### config.mk
export PLATFORM = sky130hd
export DESIGN_NAME = alu_arbiter_flat
export DESIGN_NICKNAME = d
export VERILOG_FILES = /design/src/rtl/alu_arbiter_if.sv /design/src/rtl/alu_arbiter.sv /design/src/flat_wrapper.sv
export SDC_FILE = /design/constraint.sdc
export NUM_CORES = 1
export LEC_CHECK = 0
export CORE_MARGIN = 5
export CORE_UTILIZATION = 53
export CTS_BUF_LIST = sky130_fd_sc_hd__clkbuf_8
export CTS_CLUSTER_DIAMETER = 50
export DETAILED_ROUTE_END_ITERATION = 8
export MAX_ROUTING_LAYER = met4
export PLACE_DENSITY = 0.91
export SYNTH_ARGS = -nofsm -noshare
export SYNTH_HDL_FRONTEND = slang
export SYNTH_SLANG_ARGS = --single-unit
### constraint.sdc
create_clock -name clk -period 5.18 [get_ports clk]
set_clock_uncertainty 0.15 [all_clocks]
set_input_delay 0.518 -clock clk [delete_from_list [all_inputs] [get_ports clk]]
set_output_delay 0.518 -clock clk [all_outputs]
set_load 0.005 [all_outputs]
### src/rtl/alu_arbiter_if.sv
// Request/response bundle between two ALU requesters and the shared ALU arbiter.
// Latency: none, this is wiring only.
// Backpressure: rqN_ready and rsN_ready carry the per-requester handshakes.
interface alu_arbiter_if #(
    parameter int WIDTH = 32,
    parameter int CNT_W = 16
);
    logic             rq0_valid;
    logic             rq0_ready;
    logic [WIDTH-1:0] rq0_a;
    logic [WIDTH-1:0] rq0_b;
    logic [2:0]       rq0_op;

    logic             rq1_valid;
    logic             rq1_ready;
    logic [WIDTH-1:0] rq1_a;
    logic [WIDTH-1:0] rq1_b;
    logic [2:0]       rq1_op;

    logic             rs0_valid;
    logic [WIDTH-1:0] rs0_result;
    logic             rs0_ready;

    logic             rs1_valid;
    logic [WIDTH-1:0] rs1_result;
    logic             rs1_ready;

    logic [CNT_W-1:0] conflict_cnt;

    // Requester side: issues operations and consumes results.
    modport master (
        output rq0_valid, rq0_a, rq0_b, rq0_op,
        output rq1_valid, rq1_a, rq1_b, rq1_op,
        output rs0_ready, rs1_ready,
        input  rq0_ready, rq1_ready,
        input  rs0_valid, rs0_result, rs1_valid, rs1_result,
        input  conflict_cnt
    );

    // Arbiter side.
    modport slave (
        input  rq0_valid, rq0_a, rq0_b, rq0_op,
        input  rq1_valid, rq1_a, rq1_b, rq1_op,
        input  rs0_ready, rs1_ready,
        output rq0_ready, rq1_ready,
        output rs0_valid, rs0_result, rs1_valid, rs1_result,
        output conflict_cnt
    );
endinterface

### src/rtl/alu_arbiter.sv
// Round-robin sharing of one integer ALU between two requesters, with a result slot per requester.
// Latency: 1 cycle from request accept to the result appearing in that requester's slot.
// Backpressure: a full, undrained slot makes its requester ineligible; the other requester is unaffected.
module alu_arbiter #(
    parameter int WIDTH = 32,
    parameter int CNT_W = 16
) (
    input logic          clk,
    input logic          rst,
    alu_arbiter_if.slave bus
);

    localparam logic [2:0] OP_ADD = 3'b000;
    localparam logic [2:0] OP_SUB = 3'b001;
    localparam logic [2:0] OP_AND = 3'b010;
    localparam logic [2:0] OP_OR  = 3'b011;
    localparam logic [2:0] OP_XOR = 3'b100;
    localparam logic [2:0] OP_SLL = 3'b101;
    localparam logic [2:0] OP_SRL = 3'b110;

    // Shift amount is always the low five bits of b, independent of WIDTH.
    function automatic logic [WIDTH-1:0] alu_f(
        input logic [WIDTH-1:0] a,
        input logic [WIDTH-1:0] b,
        input logic [2:0]       op
    );
        logic [4:0] sh;
        sh = b[4:0];
        case (op)
            OP_ADD:  alu_f = a + b;
            OP_SUB:  alu_f = a - b;
            OP_AND:  alu_f = a & b;
            OP_OR:   alu_f = a | b;
            OP_XOR:  alu_f = a ^ b;
            OP_SLL:  alu_f = a << sh;
            OP_SRL:  alu_f = a >> sh;
            default: alu_f = $unsigned($signed(a) >>> sh);
        endcase
    endfunction

    logic             rs0_valid_q, rs0_valid_d;
    logic             rs1_valid_q, rs1_valid_d;
    logic [WIDTH-1:0] rs0_result_q, rs0_result_d;
    logic [WIDTH-1:0] rs1_result_q, rs1_result_d;
    logic             ptr_q, ptr_d;          // 0: requester 0 wins a tie
    logic [CNT_W-1:0] cnt_q, cnt_d;

    logic             elig0, elig1;
    logic             gnt0, gnt1;
    logic [WIDTH-1:0] op_a, op_b;
    logic [2:0]       op_code;
    logic [WIDTH-1:0] alu_res;

    // Eligibility, round-robin grant, and a single ALU fed by the granted requester only.
    always_comb begin
        elig0   = bus.rq0_valid & (~rs0_valid_q | bus.rs0_ready);
        elig1   = bus.rq1_valid & (~rs1_valid_q | bus.rs1_ready);
        gnt0    = ~rst & elig0 & (~elig1 | ~ptr_q);
        gnt1    = ~rst & elig1 & (~elig0 |  ptr_q);
        // Non-granted operands never reach the ALU, so X there cannot leak to outputs.
        op_a    = gnt1 ? bus.rq1_a  : bus.rq0_a;
        op_b    = gnt1 ? bus.rq1_b  : bus.rq0_b;
        op_code = gnt1 ? bus.rq1_op : bus.rq0_op;
        alu_res = alu_f(op_a, op_b, op_code);
    end

    // Next-state for slots, pointer and contention counter.
    always_comb begin
        rs0_valid_d  = rs0_valid_q;
        rs1_valid_d  = rs1_valid_q;
        rs0_result_d = rs0_result_q;
        rs1_result_d = rs1_result_q;
        ptr_d        = ptr_q;
        cnt_d        = cnt_q;

        // Drain first; a same-cycle accept below overrides it.
        if (rs0_valid_q && bus.rs0_ready) rs0_valid_d = 1'b0;
        if (rs1_valid_q && bus.rs1_ready) rs1_valid_d = 1'b0;

        if (gnt0) begin
            rs0_valid_d  = 1'b1;
            rs0_result_d = alu_res;
            ptr_d        = 1'b1;
        end
        if (gnt1) begin
            rs1_valid_d  = 1'b1;
            rs1_result_d = alu_res;
            ptr_d        = 1'b0;
        end

        if (elig0 && elig1 && (cnt_q != {CNT_W{1'b1}})) cnt_d = cnt_q + 1'b1;
    end

    // State registers; reset discards any in-flight results.
    always_ff @(posedge clk or posedge rst) begin
        if (rst) begin
            rs0_valid_q  <= 1'b0;
            rs1_valid_q  <= 1'b0;
            rs0_result_q <= '0;
            rs1_result_q <= '0;
            ptr_q        <= 1'b0;
            cnt_q        <= '0;
        end else begin
            rs0_valid_q  <= rs0_valid_d;
            rs1_valid_q  <= rs1_valid_d;
            rs0_result_q <= rs0_result_d;
            rs1_result_q <= rs1_result_d;
            ptr_q        <= ptr_d;
            cnt_q        <= cnt_d;
        end
    end

    assign bus.rq0_ready    = gnt0;
    assign bus.rq1_ready    = gnt1;
    assign bus.rs0_valid    = rs0_valid_q;
    assign bus.rs1_valid    = rs1_valid_q;
    assign bus.rs0_result   = rs0_result_q;
    assign bus.rs1_result   = rs1_result_q;
    assign bus.conflict_cnt = cnt_q;

endmodule

### src/flat_wrapper.sv
// flat-port wrapper written by rule: the top's interface ports become plain ports
module alu_arbiter_flat 
#(
    parameter int WIDTH = 32,
    parameter int CNT_W = 16
)
  (clk, rst, bus_rq0_valid, bus_rq0_a, bus_rq0_b, bus_rq0_op, bus_rq1_valid, bus_rq1_a, bus_rq1_b, bus_rq1_op, bus_rs0_ready, bus_rs1_ready, bus_rq0_ready, bus_rq1_ready, bus_rs0_valid, bus_rs0_result, bus_rs1_valid, bus_rs1_result, bus_conflict_cnt);
  alu_arbiter_if #(.WIDTH(WIDTH), .CNT_W(CNT_W)) bus_i ();
  input logic clk;
  input logic rst;
  input wire logic [$bits(bus_i.rq0_valid)-1:0] bus_rq0_valid;
  input wire logic [$bits(bus_i.rq0_a)-1:0] bus_rq0_a;
  input wire logic [$bits(bus_i.rq0_b)-1:0] bus_rq0_b;
  input wire logic [$bits(bus_i.rq0_op)-1:0] bus_rq0_op;
  input wire logic [$bits(bus_i.rq1_valid)-1:0] bus_rq1_valid;
  input wire logic [$bits(bus_i.rq1_a)-1:0] bus_rq1_a;
  input wire logic [$bits(bus_i.rq1_b)-1:0] bus_rq1_b;
  input wire logic [$bits(bus_i.rq1_op)-1:0] bus_rq1_op;
  input wire logic [$bits(bus_i.rs0_ready)-1:0] bus_rs0_ready;
  input wire logic [$bits(bus_i.rs1_ready)-1:0] bus_rs1_ready;
  output wire logic [$bits(bus_i.rq0_ready)-1:0] bus_rq0_ready;
  output wire logic [$bits(bus_i.rq1_ready)-1:0] bus_rq1_ready;
  output wire logic [$bits(bus_i.rs0_valid)-1:0] bus_rs0_valid;
  output wire logic [$bits(bus_i.rs0_result)-1:0] bus_rs0_result;
  output wire logic [$bits(bus_i.rs1_valid)-1:0] bus_rs1_valid;
  output wire logic [$bits(bus_i.rs1_result)-1:0] bus_rs1_result;
  output wire logic [$bits(bus_i.conflict_cnt)-1:0] bus_conflict_cnt;
  assign bus_i.rq0_valid = bus_rq0_valid;
  assign bus_i.rq0_a = bus_rq0_a;
  assign bus_i.rq0_b = bus_rq0_b;
  assign bus_i.rq0_op = bus_rq0_op;
  assign bus_i.rq1_valid = bus_rq1_valid;
  assign bus_i.rq1_a = bus_rq1_a;
  assign bus_i.rq1_b = bus_rq1_b;
  assign bus_i.rq1_op = bus_rq1_op;
  assign bus_i.rs0_ready = bus_rs0_ready;
  assign bus_i.rs1_ready = bus_rs1_ready;
  assign bus_rq0_ready = bus_i.rq0_ready;
  assign bus_rq1_ready = bus_i.rq1_ready;
  assign bus_rs0_valid = bus_i.rs0_valid;
  assign bus_rs0_result = bus_i.rs0_result;
  assign bus_rs1_valid = bus_i.rs1_valid;
  assign bus_rs1_result = bus_i.rs1_result;
  assign bus_conflict_cnt = bus_i.conflict_cnt;
  alu_arbiter #(.WIDTH(WIDTH), .CNT_W(CNT_W)) u_core (.clk(clk), .rst(rst), .bus(bus_i));
endmodule
# Yosys cells after proc, flatten, opt, wreduce, memory -nomap -nowiden
# Cells that the tools add are included.
[totals] reg_bits=83 latch_bits=0 mem_bits_rw=0 rom_bits=0 output_inout_bits=84 word_cells=56 mem_count=0
[classes] addsub=3 n_mul=0 div_mod_pow=0 magnitude_cmp=0 n_eq_ne=7 shifts=3 mux=10 bitwise=19 n_reduce_logical=8
[ops] operator="one-hot mux 32 bit (7 select lines)" count=1
[ops] operator="two-way mux 32 bit" count=2
[ops] operator="adder 32 bit" count=1
[ops] operator="AND 32 bit" count=1
[ops] operator="OR 32 bit" count=1
[ops] operator="<< shifter 32 x 5 -> 32 bit" count=1
[ops] operator=">> shifter 32 x 5 -> 32 bit" count=1
[ops] operator=">>> shifter 32 x 5 -> 32 bit" count=1
[ops] operator="subtractor 32 bit" count=1
[ops] operator="XOR 32 bit" count=1
[ops] operator="adder 16 x 1 -> 16 bit (second input constant)" count=1
[ops] operator="inequality test 16 bit (second input constant)" count=1
[ops] operator="== test 3 bit (second input constant)" count=3
[ops] operator="AND 1 bit" count=6
[ops] operator="== test 3 x 2 -> 1 bit (second input constant)" count=2
[ops] operator="two-way mux 1 bit" count=6
[ops] operator="inverter 1 bit" count=6
[ops] operator="nonzero test 2 bit" count=3
[ops] operator="logical AND 1 bit" count=4
[ops] operator="OR 1 bit" count=4
[ops] operator="== test 3 x 1 -> 1 bit (second input constant)" count=1
[ops] operator="zero test 3 bit" count=1
[ops] operator="two-way mux 3 bit" count=1

# Longest topological paths before layout
[logic_depth] ltp_word=9 mapped_depth=22 mapped_depth_nobuf=18

# Worst setup path before layout
# No wires, ideal clock.
[synth_timing] path_type="input-to-reg" startpoint="input port bus_rs1_ready" endpoint="register u_core.rs0_result_q[27], in the netlist u_core.bus.rs0_result[27]" setup_ns=0.140 t_arrival_ns=4.975 t_required_ns=4.890 slack_ns=-0.085 stages=20 path_buffers=2 path_cell_list="or2b_4 -> o2111ai_4 -> a21boi_4 -> clkbuf_1 -> clkbuf_1 -> ha_1 -> o2111a_2 -> nand3_2 -> or4_4 -> o21ai_0 -> xnor2_1 -> ha_1 -> a21oi_1 -> o21ai_0 -> nor4_1 -> nand3_1 -> nand2_1 -> xnor2_1 -> a2111oi_1 -> o21ai_0"
[synth_via] elab_chain_len=7 word_cells_on_any_way=26 cone_classes="add/sub: 2; eq/ne: 6; shift: 3; mux: 4; bitwise: 10; reduce/logical: 1"
[synth_lines] item="start: declaration" line="flat_wrapper.sv:20" rtl="input wire logic [$bits(bus_i.rs1_ready)-1:0] bus_rs1_ready;"
[synth_lines] item="OR 1 bit (*)" line="alu_arbiter.sv:57" rtl="elig1 = bus.rq1_valid & (~rs1_valid_q | bus.rs1_ready);"
[synth_lines] item="AND 1 bit (*)" line="alu_arbiter.sv:57"
[synth_lines] item="AND 1 bit (2 in a row)" line="alu_arbiter.sv:59" rtl="gnt1 = ~rst & elig1 & (~elig0 | ptr_q);"
[synth_lines] item="two-way mux 32 bit (tied with other cells)" line="alu_arbiter.sv:61" rtl="op_a = gnt1 ? bus.rq1_a : bus.rq0_a;"
[synth_lines] item="subtractor 32 bit (tied with other cells)" line="alu_arbiter.sv:31" rtl="OP_SUB: alu_f = a - b;"
[synth_lines] item="one-hot mux 32 bit (7 select lines)" line="alu_arbiter.sv:29" rtl="case (op)"
[synth_lines] item="end signal: assignment" line="alu_arbiter.sv:106" rtl="rs0_result_q <= rs0_result_d;"
[synth_lines] item="end: declaration" line="alu_arbiter.sv:43" rtl="logic [WIDTH-1:0] rs0_result_q, rs0_result_d;"
# Mark *: on every way between the ends. The rest lies on a longest branch, timed or not.
# A chain may end at the register's enable or synchronous reset.

# Final worst setup path
[layout_timing] startpoint="input port bus_rq1_b[4]" endpoint="register u_core.rs0_result_q[18], in the netlist u_core.bus.rs0_result[18]"
[layout_via] elab_chain_len=3 word_cells_on_any_way=7 cone_classes="add/sub: 2; shift: 3; mux: 2"
[layout_lines] item="start: declaration" line="flat_wrapper.sv:17" rtl="input wire logic [$bits(bus_i.rq1_b)-1:0] bus_rq1_b;"
[layout_lines] item="two-way mux 32 bit (*)" line="alu_arbiter.sv:62" rtl="op_b = gnt1 ? bus.rq1_b : bus.rq0_b;"
[layout_lines] item="subtractor 32 bit (tied with other cells)" line="alu_arbiter.sv:31"
[layout_lines] item="one-hot mux 32 bit (7 select lines) (*)" line="alu_arbiter.sv:29"
# Marked as above.

==> impl_metrics.tcl <==
set metrics [dict create \
    synth_enable_flop_cells 0 \
    grt_pass1_vias 18850 \
    ios 224 \
    antenna_found_initial 1 \
    power_frac_seq 0.193 \
    finalCriticalPeriod_ns 5.065 \
    grt_max_degree 59 \
    route.vias.total 19650 \
    total_power_mw 5.198 \
    path_class "in -> reg" \
    power.share.combinational 0.715 \
    syn_area_per_cell_um2 8.460 \
    whs_path_depth 2 \
    clk_latency_ns 0.36 \
    cts_inserted_buffers 9 \
    clock_sinks 83 \
    power.share.clock 0.091 \
    r2r_cells 20 \
    powerDensity_nw_per_um2 243.1 \
    grt_usage 0.4617 \
    hold_ws_ns 0.3347 \
    drt_pre_antenna_iters 6 \
    slew_headroom 0.3730 \
    die_area_um2 34220 \
    ys.flop_type "dfrtp_1" \
    arrival_ns 5.18 \
    max_stage_delay_ns 0.59 \
    power_leakage_nw 9.527 \
    intPower_mw 2.812 \
    detail_route.wl_per_cell_um 28.96 \
    cp_common_cell "buf_4" \
    clk_pin_slew_ns 0.08 \
    die_y_um 185.0 \
    rows 64 \
    drc 0 \
    grt_pass1_wl_um 117000 \
    crit_path_start_kind "primary input" \
    slowest_stage "clkdlybuf4s50_1" \
    vdd_drop_max_uv 179.2 \
    r2r_start "u_core.ptr_q" \
    clock-root-buffer "clkbuf_8" \
    syn_to_final_growth_pct 31.81 \
    ys_warn_count 0 \
    path_cells "clkdlybuf4s50_1 -> or3_1 -> nor4_1 -> buf_4 -> nand2_1 -> o32ai_1 -> nor2_1 -> xnor2_1 -> ha_1 -> buf_4 -> a21o_1 -> a32oi_1 -> o21ai_2 -> buf_4 -> a211oi_1 -> o2111ai_1 -> o41ai_1 -> a221oi_1 -> buf_4 -> o31ai_1" \
    slew_viol_final 0 \
    fp.coreArea_um2 30430 \
    dp.cells 2745 \
    wl_um 80220 \
    finalNetCount 2607 \
    hold_path.class "reg -> reg" \
    cts-htree-levels 3 \
    ctsHoldBuffers 0 \
    hp-start "u_core.bus.rs0_result[4]" \
    start_util 0.5333 \
    rsz0062_at_grt "no" \
    hold_viol_final 0 \
    p_sw_mw 2.387 \
    p_sw_frac 0.4591 \
    fmax_mhz 197.4 \
    ys_types 98 \
    die_w_um 185.0 \
    stdcell_count 2770 \
    portBuffers 223 \
    crit_fanout 4 \
    min_period_over_period 0.9778 \
    min_to "u_core.bus.rs0_result[4]" \
    cp.required_ns 5.29 \
    r2r-end "u_core.bus.rs0_result[7]" \
    ys_ff_latch 83 \
    dpl.hpwl_um 63800 \
    synth-async-reset-ratio 1.000 \
    cts_max_path_buffers 2 \
    syn_nets 2157 \
    tightest_slew_ns 0.9404 \
    dr.first_iter.drc_count 3172 \
    end_kind "register" \
    drive_gt1_frac 0.2638 \
    ys_seq_area_frac 0.1280 \
    tns_ns 0 \
    status "completed" \
    finalSetupViolCount 0 \
    synth_cells 1918 \
    synth_area_um2 16230 \
    gp_congestion 1.125 \
    vias_per_cell 7.093 \
    antenna_left 0 \
    cap_viol_max_count 0 \
    cts_tree "yes" \
    reg2reg_slack_ns 0.16 \
    grt_remaining_overflow 0 \
]
-- layout make-up --
| type | count | area [um^2] |
|---|---|---|
| timing repair buffer | 589 | 5021 |
| clock inverter | 7 | 73.82 |
| fill | 2372 | 9041 |
| clock buffer | 9 | 123.9 |
| multi-input combinational | 1592 | 13240 |
| tap | 396 | 495.5 |
| antenna | 1 | 2.502 |
| inverter | 93 | 356.6 |
| sequential | 83 | 2077 |
-- cell usage in the layout, fill, tap and decap left out, types with 16 or more instances in the layout --
master	n
a211oi_1	26
a21o_1	18
a21oi_1	78
a221oi_1	16
a22oi_1	17
a31oi_1	24
buf_4	361
clkdlybuf4s50_1	214
dfrtp_1	83
ha_1	95
inv_1	83
mux2_2	54
mux2i_1	197
mux4_2	99
nand2_1	174
nand3_1	37
nor2_1	151
nor3_1	60
o211ai_1	41
o21ai_0	107
o31ai_1	24
xnor2_1	49
-- worst max-delay path by stage --
stage | start | slack, ns | cells past startpoint | endpoint
floorplan | bus_rs1_ready | 0.02 | 20 | u_core.bus.rs0_result[27]
global placement | bus_rs0_ready | -0.38 | 21 | u_core.bus.rs0_result[23]
detailed placement | bus_rs0_ready | -0.61 | 20 | u_core.bus.rs1_result[28]
CTS | bus_rq0_valid | 0.0004 | 21 | u_core.bus.rs1_result[25]
global route | u_core.ptr_q | 0.01 | 20 | u_core.bus.rs1_result[28]
finish | bus_rq1_b[4] | 0.12 | 20 | u_core.bus.rs0_result[18]
-- logic make-up after synthesis --
family	count (synthesis)	synth area share
and+or+nand+nor	547	0.1579
xor gates and xnor gates	62	0.03346
muxes	359	0.3051
DFF	83	0.1280
adders and majority gates	99	0.07680
AOI/OAI and AO/OA	525	0.2282
buffers and inverters	243	0.07048
-- power groups by stage --
| stage | sequential (mW) | combinational (mW) | clock (mW) |
|---|---|---|---|
| after global routing | 1.02 | 3.89 | 0.501 |
| after floorplan | 0.993 | 1.71 | 0 |
| after CTS | 1.00 | 3.55 | 0.471 |
| after detailed placement | 1.02 | 3.51 | 0 |
| final | 1.00 | 3.72 | 0.475 |
| after global placement | 0.994 | 3.41 | 0 |
-- through the flow --
stage / utilization / setup slack (ns) / area (um^2)
3_5_place_dp: 0.6857 / -0.6055 / 20860
3_3_place_gp: 0.6857 / -0.3754 / 20860
2_1_floorplan: - / 0.01536 / 16230
6_report: 0.7029 / 0.1151 / 21390
4_1_cts: 0.6954 / 0.0003655 / 21160
5_1_grt: 0.7029 / 0.01308 / 21390
-- worst max-delay path: cells and delay by family --
kind                       cells  cell delay, ns
AOI/OAI and AO/OA              9            1.85
buffers and inverters          5            1.34
and+or+nand+nor                4            0.99
adders and majority gates      1            0.33
xor gates and xnor gates       1            0.13
-- state kept, by name, indices dropped and copies added, names as in the netlist --
name / flops
u_core.bus.rs0_result: 32
u_core.bus.rs1_result: 32
u_core.bus.conflict_cnt: 16
u_core.bus.rs0_valid: 1
u_core.bus.rs1_valid: 1
u_core.ptr_q: 1
-- per-layer routing --
| metal | up-vias | global-route usage | part of all wire |
|---|---|---|---|
| met5 | - | - | 0 |
| met4 | 0 | 0.2824 | 0.082 |
| met3 | 401 | 0.1051 | 0.13 |
| met2 | 1749 | 0.6767 | 0.43 |
| met1 | 9261 | 0.5796 | 0.36 |
| li1 | 8236 | - | - |
-- synthesized netlist by cell type, drive strengths merged, types with 7 or more instances --
master | number | area (um^2)
clkbuf | 65 | 244.0
a32oi | 8 | 70.07
o211ai | 42 | 329.1
mux2 | 56 | 638.1
nand4 | 14 | 87.58
o31ai | 27 | 212.7
o32ai | 8 | 70.07
a22o | 8 | 70.07
xor2 | 11 | 96.34
nand3b | 10 | 75.07
mux4 | 100 | 2256
ha | 98 | 1226
nor2 | 152 | 573.1
a2111oi | 15 | 177.7
o22ai | 10 | 62.56
a21o | 18 | 135.1
xnor2 | 51 | 446.7
nand2 | 176 | 660.6
o21a | 15 | 112.6
a21oi | 86 | 441.7
nand3 | 39 | 200.2
nand2b | 15 | 101.3
a22oi | 17 | 127.6
a211oi | 30 | 230.2
and2 | 10 | 65.06
a221oi | 19 | 178.9
and3 | 13 | 81.33
dfrtp | 83 | 2077
mux2i | 203 | 2057
nor2b | 11 | 83.83
inv | 92 | 345.3
nor3 | 60 | 300.3
o311ai | 7 | 61.31
a31oi | 25 | 156.4
buf | 85 | 545.5
o21ai | 121 | 605.6
nor4 | 12 | 75.07
or3 | 11 | 68.82
o2bb2ai | 9 | 78.83
-- repair_timing --
action / in CTS / in global routing
pin swaps: 5 / 24
hold endpoints to repair: 0 / 0
setup endpoints to repair: 26 / 41
gates resized for setup: 15 / 45
buffers inserted: 3 / 7
Note: power is estimated with default switching activity, not from simulation.
